[src/rtl/game_round_ctl.sv]
// rtl/game_round_ctl.sv - round supervisor: countdown timer, score keeping, player-count latch
// Optional pause input enabled by defining GAME_ROUND_PAUSE_EN.
module game_round_ctl #(
    parameter int CLK_FREQ_HZ   = 65_000_000,
    parameter int ROUND_SECONDS = 60
) (
    input  logic       pclk,
    input  logic       rst,
    input  logic       start,
    input  logic       two_players,
    input  logic       p1_hit,
    input  logic       p2_hit,
`ifdef GAME_ROUND_PAUSE_EN
    input  logic       pause,
`endif
    output logic       time_out,
    output logic       no_of_players,
    output logic [7:0] player1_score,
    output logic [7:0] player2_score,
    output logic [7:0] seconds_left,
    output logic       round_active
);

    localparam int PRESC_W = (CLK_FREQ_HZ > 1) ? $clog2(CLK_FREQ_HZ) : 1;
    localparam logic [PRESC_W-1:0] PRESC_TC  = PRESC_W'(CLK_FREQ_HZ - 1);
    localparam logic [PRESC_W-1:0] PRESC_ONE = PRESC_W'(1);
    localparam logic [7:0] ROUND_LOAD = 8'(ROUND_SECONDS);

    typedef enum logic [1:0] {
        IDLE,
        RUN,
        OVER
    } state_t;

    state_t             state, state_nxt;
    logic [PRESC_W-1:0] presc, presc_nxt;
    logic [7:0]         secs_nxt, p1_nxt, p2_nxt;
    logic               to_nxt, ra_nxt, nop_nxt;
    logic               paused;
    logic               tick;

`ifdef GAME_ROUND_PAUSE_EN
    assign paused = pause;
`else
    assign paused = 1'b0;
`endif

    assign tick = (presc == PRESC_TC);

    always_ff @(posedge pclk or posedge rst) begin
        if (rst) begin
            state         <= IDLE;
            presc         <= '0;
            seconds_left  <= ROUND_LOAD;
            player1_score <= 8'd0;
            player2_score <= 8'd0;
            time_out      <= 1'b0;
            round_active  <= 1'b0;
            no_of_players <= 1'b0;
        end else begin
            state         <= state_nxt;
            presc         <= presc_nxt;
            seconds_left  <= secs_nxt;
            player1_score <= p1_nxt;
            player2_score <= p2_nxt;
            time_out      <= to_nxt;
            round_active  <= ra_nxt;
            no_of_players <= nop_nxt;
        end
    end

    always_comb begin
        state_nxt = state;
        presc_nxt = presc;
        secs_nxt  = seconds_left;
        p1_nxt    = player1_score;
        p2_nxt    = player2_score;
        to_nxt    = time_out;
        ra_nxt    = round_active;
        nop_nxt   = no_of_players;

        case (state)
            IDLE, OVER: begin
                // Scores stay on screen in OVER until the next round is started.
                if (start) begin
                    state_nxt = RUN;
                    presc_nxt = '0;
                    secs_nxt  = ROUND_LOAD;
                    p1_nxt    = 8'd0;
                    p2_nxt    = 8'd0;
                    to_nxt    = 1'b0;
                    ra_nxt    = 1'b1;
                    nop_nxt   = two_players;
                end
            end
            RUN: begin
                if (!paused) begin
                    if (tick) begin
                        presc_nxt = '0;
                        if (seconds_left == 8'd1) begin
                            secs_nxt  = 8'd0;
                            state_nxt = OVER;
                            to_nxt    = 1'b1;
                            ra_nxt    = 1'b0;
                        end else begin
                            secs_nxt = seconds_left - 8'd1;
                        end
                    end else begin
                        presc_nxt = presc + PRESC_ONE;
                    end
                    // Hits on the final-tick cycle still count; scores saturate.
                    if (p1_hit && (player1_score != 8'hFF))
                        p1_nxt = player1_score + 8'd1;
                    if (p2_hit && no_of_players && (player2_score != 8'hFF))
                        p2_nxt = player2_score + 8'd1;
                end
            end
            default: begin
                state_nxt = IDLE;
            end
        endcase
    end

endmodule
[config.mk]
export PLATFORM = sky130hd
export DESIGN_NAME = game_round_ctl
export DESIGN_NICKNAME = d
export VERILOG_FILES = /design/src/rtl/game_round_ctl.sv
export SDC_FILE = /design/constraint.sdc
export NUM_CORES = 1
export LEC_CHECK = 0
export BUFFER_PORTS_ARGS = -buffer_cell sky130_fd_sc_hd__buf_2
export CORE_UTILIZATION = 63
export CTS_CLUSTER_DIAMETER = 30
export DETAILED_ROUTE_END_ITERATION = 10
export GPL_ROUTABILITY_DRIVEN = 0
export PLACE_DENSITY = 0.85
export SLEW_MARGIN = 20
export SYNTH_ARGS = -nofsm -noshare
export SYNTH_HDL_FRONTEND = slang
export SYNTH_SLANG_ARGS = --single-unit
[constraint.sdc]
create_clock -name pclk -period 6.02 [get_ports pclk]
set_clock_uncertainty 0.1 [all_clocks]
set_input_delay 1.204 -clock pclk [delete_from_list [all_inputs] [get_ports pclk]]
set_output_delay 1.204 -clock pclk [all_outputs]
set_load 0.01 [all_outputs]
# Word-level counts from Yosys, hierarchy flattened
# Cells that the tools add are included.
# word_totals
in_bits	6
regBits	55
out_inout_bits	27
# classes
addsub	4
n_mux	24
eq_ne	11
reduce_logical	13
# op_table
op	count
2-to-1 mux 26 bit	2
case mux 26 bit (2 select lines)	1
2-to-1 mux 8 bit	6
case mux 8 bit (2 select lines)	3
adder 26 x 1 -> 26 bit, second input constant	1
== test 26 bit, second input constant	1
adder 8 x 1 -> 8 bit, second input constant	2
inequality test 8 bit, second input constant	2
AND reduction 3 bit	4
inequality test 2 bit, second input constant	5
== test 8 x 1 -> 1 bit, second input constant	1
subtractor 8 x 1 -> 8 bit, second input constant	1
2-to-1 mux 1 bit	6
2-to-1 mux 2 bit	3
case mux 1 bit (2 select lines)	2
case mux 2 bit (2 select lines)	1
AND reduction 2 bit	2
AND reduction 4 bit	1
logical AND 1 bit	3
== test 2 x 1 -> 1 bit, second input constant	1
== test 2 bit, second input constant	1
logical NOT 2 bit	1
nonzero test 2 bit	1
OR reduction 2 bit	1

# Logic depth before layout (Yosys ltp)
# depth
depth_word	4
depth_mapped	8
ltp_nobuf	7

# Least setup slack after synthesis
# OpenSTA, ideal clock, no wires.
# synth_timing
path_kind	input -> register
startpoint	input port start
endpoint	register seconds_left[0]
slack_ns	3.517
setup_ns	0.095
path_stages	6
arrival_ns	2.308
path_buffers	2
cell_sequence	nor2b_1 clkbuf_1 nor2_1 clkbuf_1 o21ai_0 o31ai_1
# synth_between
elab_chain_cells	2
# synth_rtl
element	line_no	text
start: declaration	9	input logic start,
inequality test 2 bit (no source line)	-	
AND reduction 3 bit (no source line)	-	
end signal: assignment	63	seconds_left <= secs_nxt;
end: declaration	20	output logic [7:0] seconds_left,
# Every way passes these cells.
# A chain may end at the register's enable or synchronous reset.

# Final worst setup path
# layout_timing
startpoint	register state[1]
endpoint	register presc[11]
# layout_between
elab_chain_cells	4
word_cells_on_any_way	8
classes_between	eq/ne: 3; mux: 1; reduce/logical: 4
# layout_rtl
element	line_no	text
start: declaration	35	state_t state, state_nxt;
start signal: assignment	61	state <= state_nxt;
== test 2 bit or logical NOT 2 bit (tied branches)	82	case (state)
OR reduction 2 bit	82	
inequality test 2 bit (no source line) or nonzero test 2 bit (tied branches)	-	
AND reduction 2 bit (no source line)	-	
end signal: assignment	62	presc <= presc_nxt;
end: declaration	36	logic [PRESC_W-1:0] presc, presc_nxt;
# Parallel ways exist; a longest one is shown, timed or not.

==> flow_summary.toml <==
[place]
io_buffers = 32
post_dp_cell_area_sq_um = 3280
dp_hpwl_mm = 4.38

[sta]
finalHoldViolCount = 0
rsz0062_at_grt = "no"
finalSetupViolations = 0
slew_headroom_pct = 44.3
slew_viol_final = 0
worstMarginPinSlew_ns = 0.836
fin_crit_sh_pct = 43.2
fin_crit_ns = 2.60
tns_ns = 0
clock.fmax_mhz = 384

[synth]
synth_top_area_cell = "dfrtp_1"
synth_most_common_cell = "dfrtp_1"
yosys.area_share.simple_pct = 26.3
synth_edf_count = 0
synth-seq-cells = 55
ys_seq_area_share_pct = 44.9
syn-cell-area_sq_um = 3080
syn_nets = 355
synth_top_area_share_pct = 41.5
synth_compound_area_share_pct = 20.2
yosys_warnings = 0
synth_top_family_by_area = "simple AND/OR/NAND/NOR gates"
syn_inst = 344
ys_top_cells_by_count = "51 x dfrtp_1, 45 x nand2_1, 31 x o21ai_0"
synth_cell_type_count = 47
synth_area_leaders = "dfrtp_1 41%, nand2_1 5.5%, o21ai_0 5.0%"
synthMuxAreaShare_pct = 1.34
async_flop_share_pct = 100
synth_xor_xnor_area_share_pct = 1.71
avgSynthCellArea_sq_um = 8.95
synth_fa_ha_area_share_pct = 2.03
synth_top_flop_cell = "dfrtp_1"

[floorplan]
core_sq_um = 4720
rows = 25
dieArea_sq_um = 5170
io_pins = 33
die_w_um = 71.9
start_util_pct = 65.2
die_h_um = 71.9

[layout]
nets = 382
design_area_sq_um = 3360
area_growth_pct = 9.31
antenna_cells = 0
nFillCells = 366
multi_input_area_sq_um = 1590
drive_gt1_share_pct = 16.9
ff_latch_area_sq_um = 1380

[setup_path]
crit_chain = "nand2b_1, a21oi_2, buf_4, a41oi_1, a31oi_1"
r2r-end = "presc[11]"
cp.required_ns = 6.15
critPathLaunchType = "flop"
slowest_delay_ns = 0.73
ff2ff_setup_slack_ns = 3.42
cp_data_arrival_time_ns = 2.73
end_kind = "flop"
startpoint = "state[1]"
r2r_start = "state[1]"
critical_path_class = "flop to flop"
setup.worst_path.end = "presc[11]"
slowest_stage = "a21oi_2"
reg2regPathDepth = 5
path_max_fanout = 25

[global_route]
grt_max_degree = 56
grt_overflow = 0
grt_pass1_wl_mm = 10.8
grt_pass1_vias = 2411
antenna_found_initial = 0
track_usage_pct = 26.1

[pwr]
p_per_area_nw_per_um2 = 292
p_leak_nw = 1.46
vdd_drop_max_v = 0.000198

[clock_network]
cts_buffers = 5
cts.clk_slew.worst_paths_ns = 0.10
clk_latency_ns = 0.31
clockBufferDepth = 2
cts_max_level = 2
post_cts_buffers = 0
clock-sinks = 55
root_buffer = "clkbuf_8"
cts_resized = 0
cts_hold_buf = 0
cts_tree = "done"

[routing]
avgViaCountPerCell = 6.22
drc = 0
drt_iter0_markers = 173
routed_wl_mm = 6.47
drt_pass1_iterations = 4
ant_nets = 0
vias = 2730
routedWlPerCell_um = 14.7

[outcome]
outcome = "complete, no violations"

[run]
maxCapViolCount = 0

[min_path]
min_path_type = "flop to flop"
==> worst min path at each step <==
stage	slack, ns	to	from	cells past startpoint
floorplan	0.34	presc[24]	presc[24]	1
global placement	0.36	presc[24]	presc[24]	1
detailed placement	0.38	presc[24]	presc[24]	1
CTS	0.40	presc[24]	presc[24]	1
global route	0.40	presc[17]	presc[17]	1
finish	0.39	presc[17]	presc[17]	1
==> kinds of logic (layout without fill, tap and decap cells) <==
kind of cell               Yosys count  count (layout)
AOI/OAI and AO/OA                  100             100
xor gates and xnor gates             6               6
adders and majority gates            5               5
buffers and inverters               24              52
DFF                                 55              55
muxes                                4               4
and+or+nand+nor                    150             150
==> area by class of cell <==
class / count / share of cell area [%]
Multi-Input combinational cell: 265 / 47.3
Inverter: 8 / 0.893
Tap cell: 67 / 2.49
Sequential cell: 55 / 41.1
Clock inverter: 3 / 0.595
Clock buffer: 5 / 2.05
Timing Repair Buffer: 36 / 5.65
==> where the power goes <==
part | total [mW] | internal (mW) | switching (mW)
Combinational | 0.228 | 0.105 | 0.123
Clock | 0.206 | 0.0813 | 0.125
Sequential | 0.547 | 0.444 | 0.104
Total | 0.982 | 0.630 | 0.352
==> registers in the layout (all words and copies together) (netlist names) <==
register       flops
player2_score      8
time_out           1
player1_score      8
state              2
round_active       1
no_of_players      1
presc             26
seconds_left       8
==> placed cells by master (no fill, tap or decap), types with 5 or more instances in the layout <==
| cell type | Yosys | layout |
|---|---|---|
| buf_2 | 4 | 32 |
| nand3_1 | 17 | 17 |
| o21ai_0 | 31 | 31 |
| o31ai_1 | 9 | 9 |
| a22o_1 | 9 | 9 |
| nand4_1 | 8 | 8 |
| and3_1 | 7 | 7 |
| ha_1 | 5 | 5 |
| a31oi_1 | 15 | 15 |
| clkbuf_8 | 0 | 5 |
| nor4_1 | 6 | 6 |
| nor2_1 | 23 | 23 |
| nor3_1 | 7 | 7 |
| nand2b_1 | 11 | 11 |
| a21oi_1 | 21 | 20 |
| dfrtp_1 | 51 | 51 |
| inv_1 | 8 | 7 |
| nand2_1 | 45 | 45 |
==> worst max-delay path, delay by kind of cell, from the launching register on <==
kind            cells  cell delay [ns]
simple gates        1             0.55
flops               1             0.44
buf+inv             1             0.38
compound gates      3             1.04
==> through the flow <==
| step | total power [mW] | worst slack, ns | util, % | hold slack (ns) | std cells |
|---|---|---|---|---|---|
| 6_report | 0.982 | 3.42 | 71.2 | 0.395 | 439 |
| 5_1_grt | 1.05 | 3.22 | 71.2 | 0.403 | 439 |
| 3_5_place_dp | 0.782 | 3.39 | 69.4 | 0.378 | 431 |
| 4_1_cts | 0.986 | 3.46 | 71.2 | 0.395 | 439 |
| 3_3_place_gp | 0.772 | 3.43 | 69.4 | 0.363 | 431 |
| 2_1_floorplan | 0.698 | 3.38 | - | 0.343 | 344 |
==> metal layers <==
metal,global-route usage [%],vias up,share of wire [%]
met5,0,-,0
met3,4.58,6,3.8
met2,44.9,67,49
li1,-,1320,-
met1,34.8,1337,46
met4,5.66,0,0.79
(Power assumes the default switching activity.)
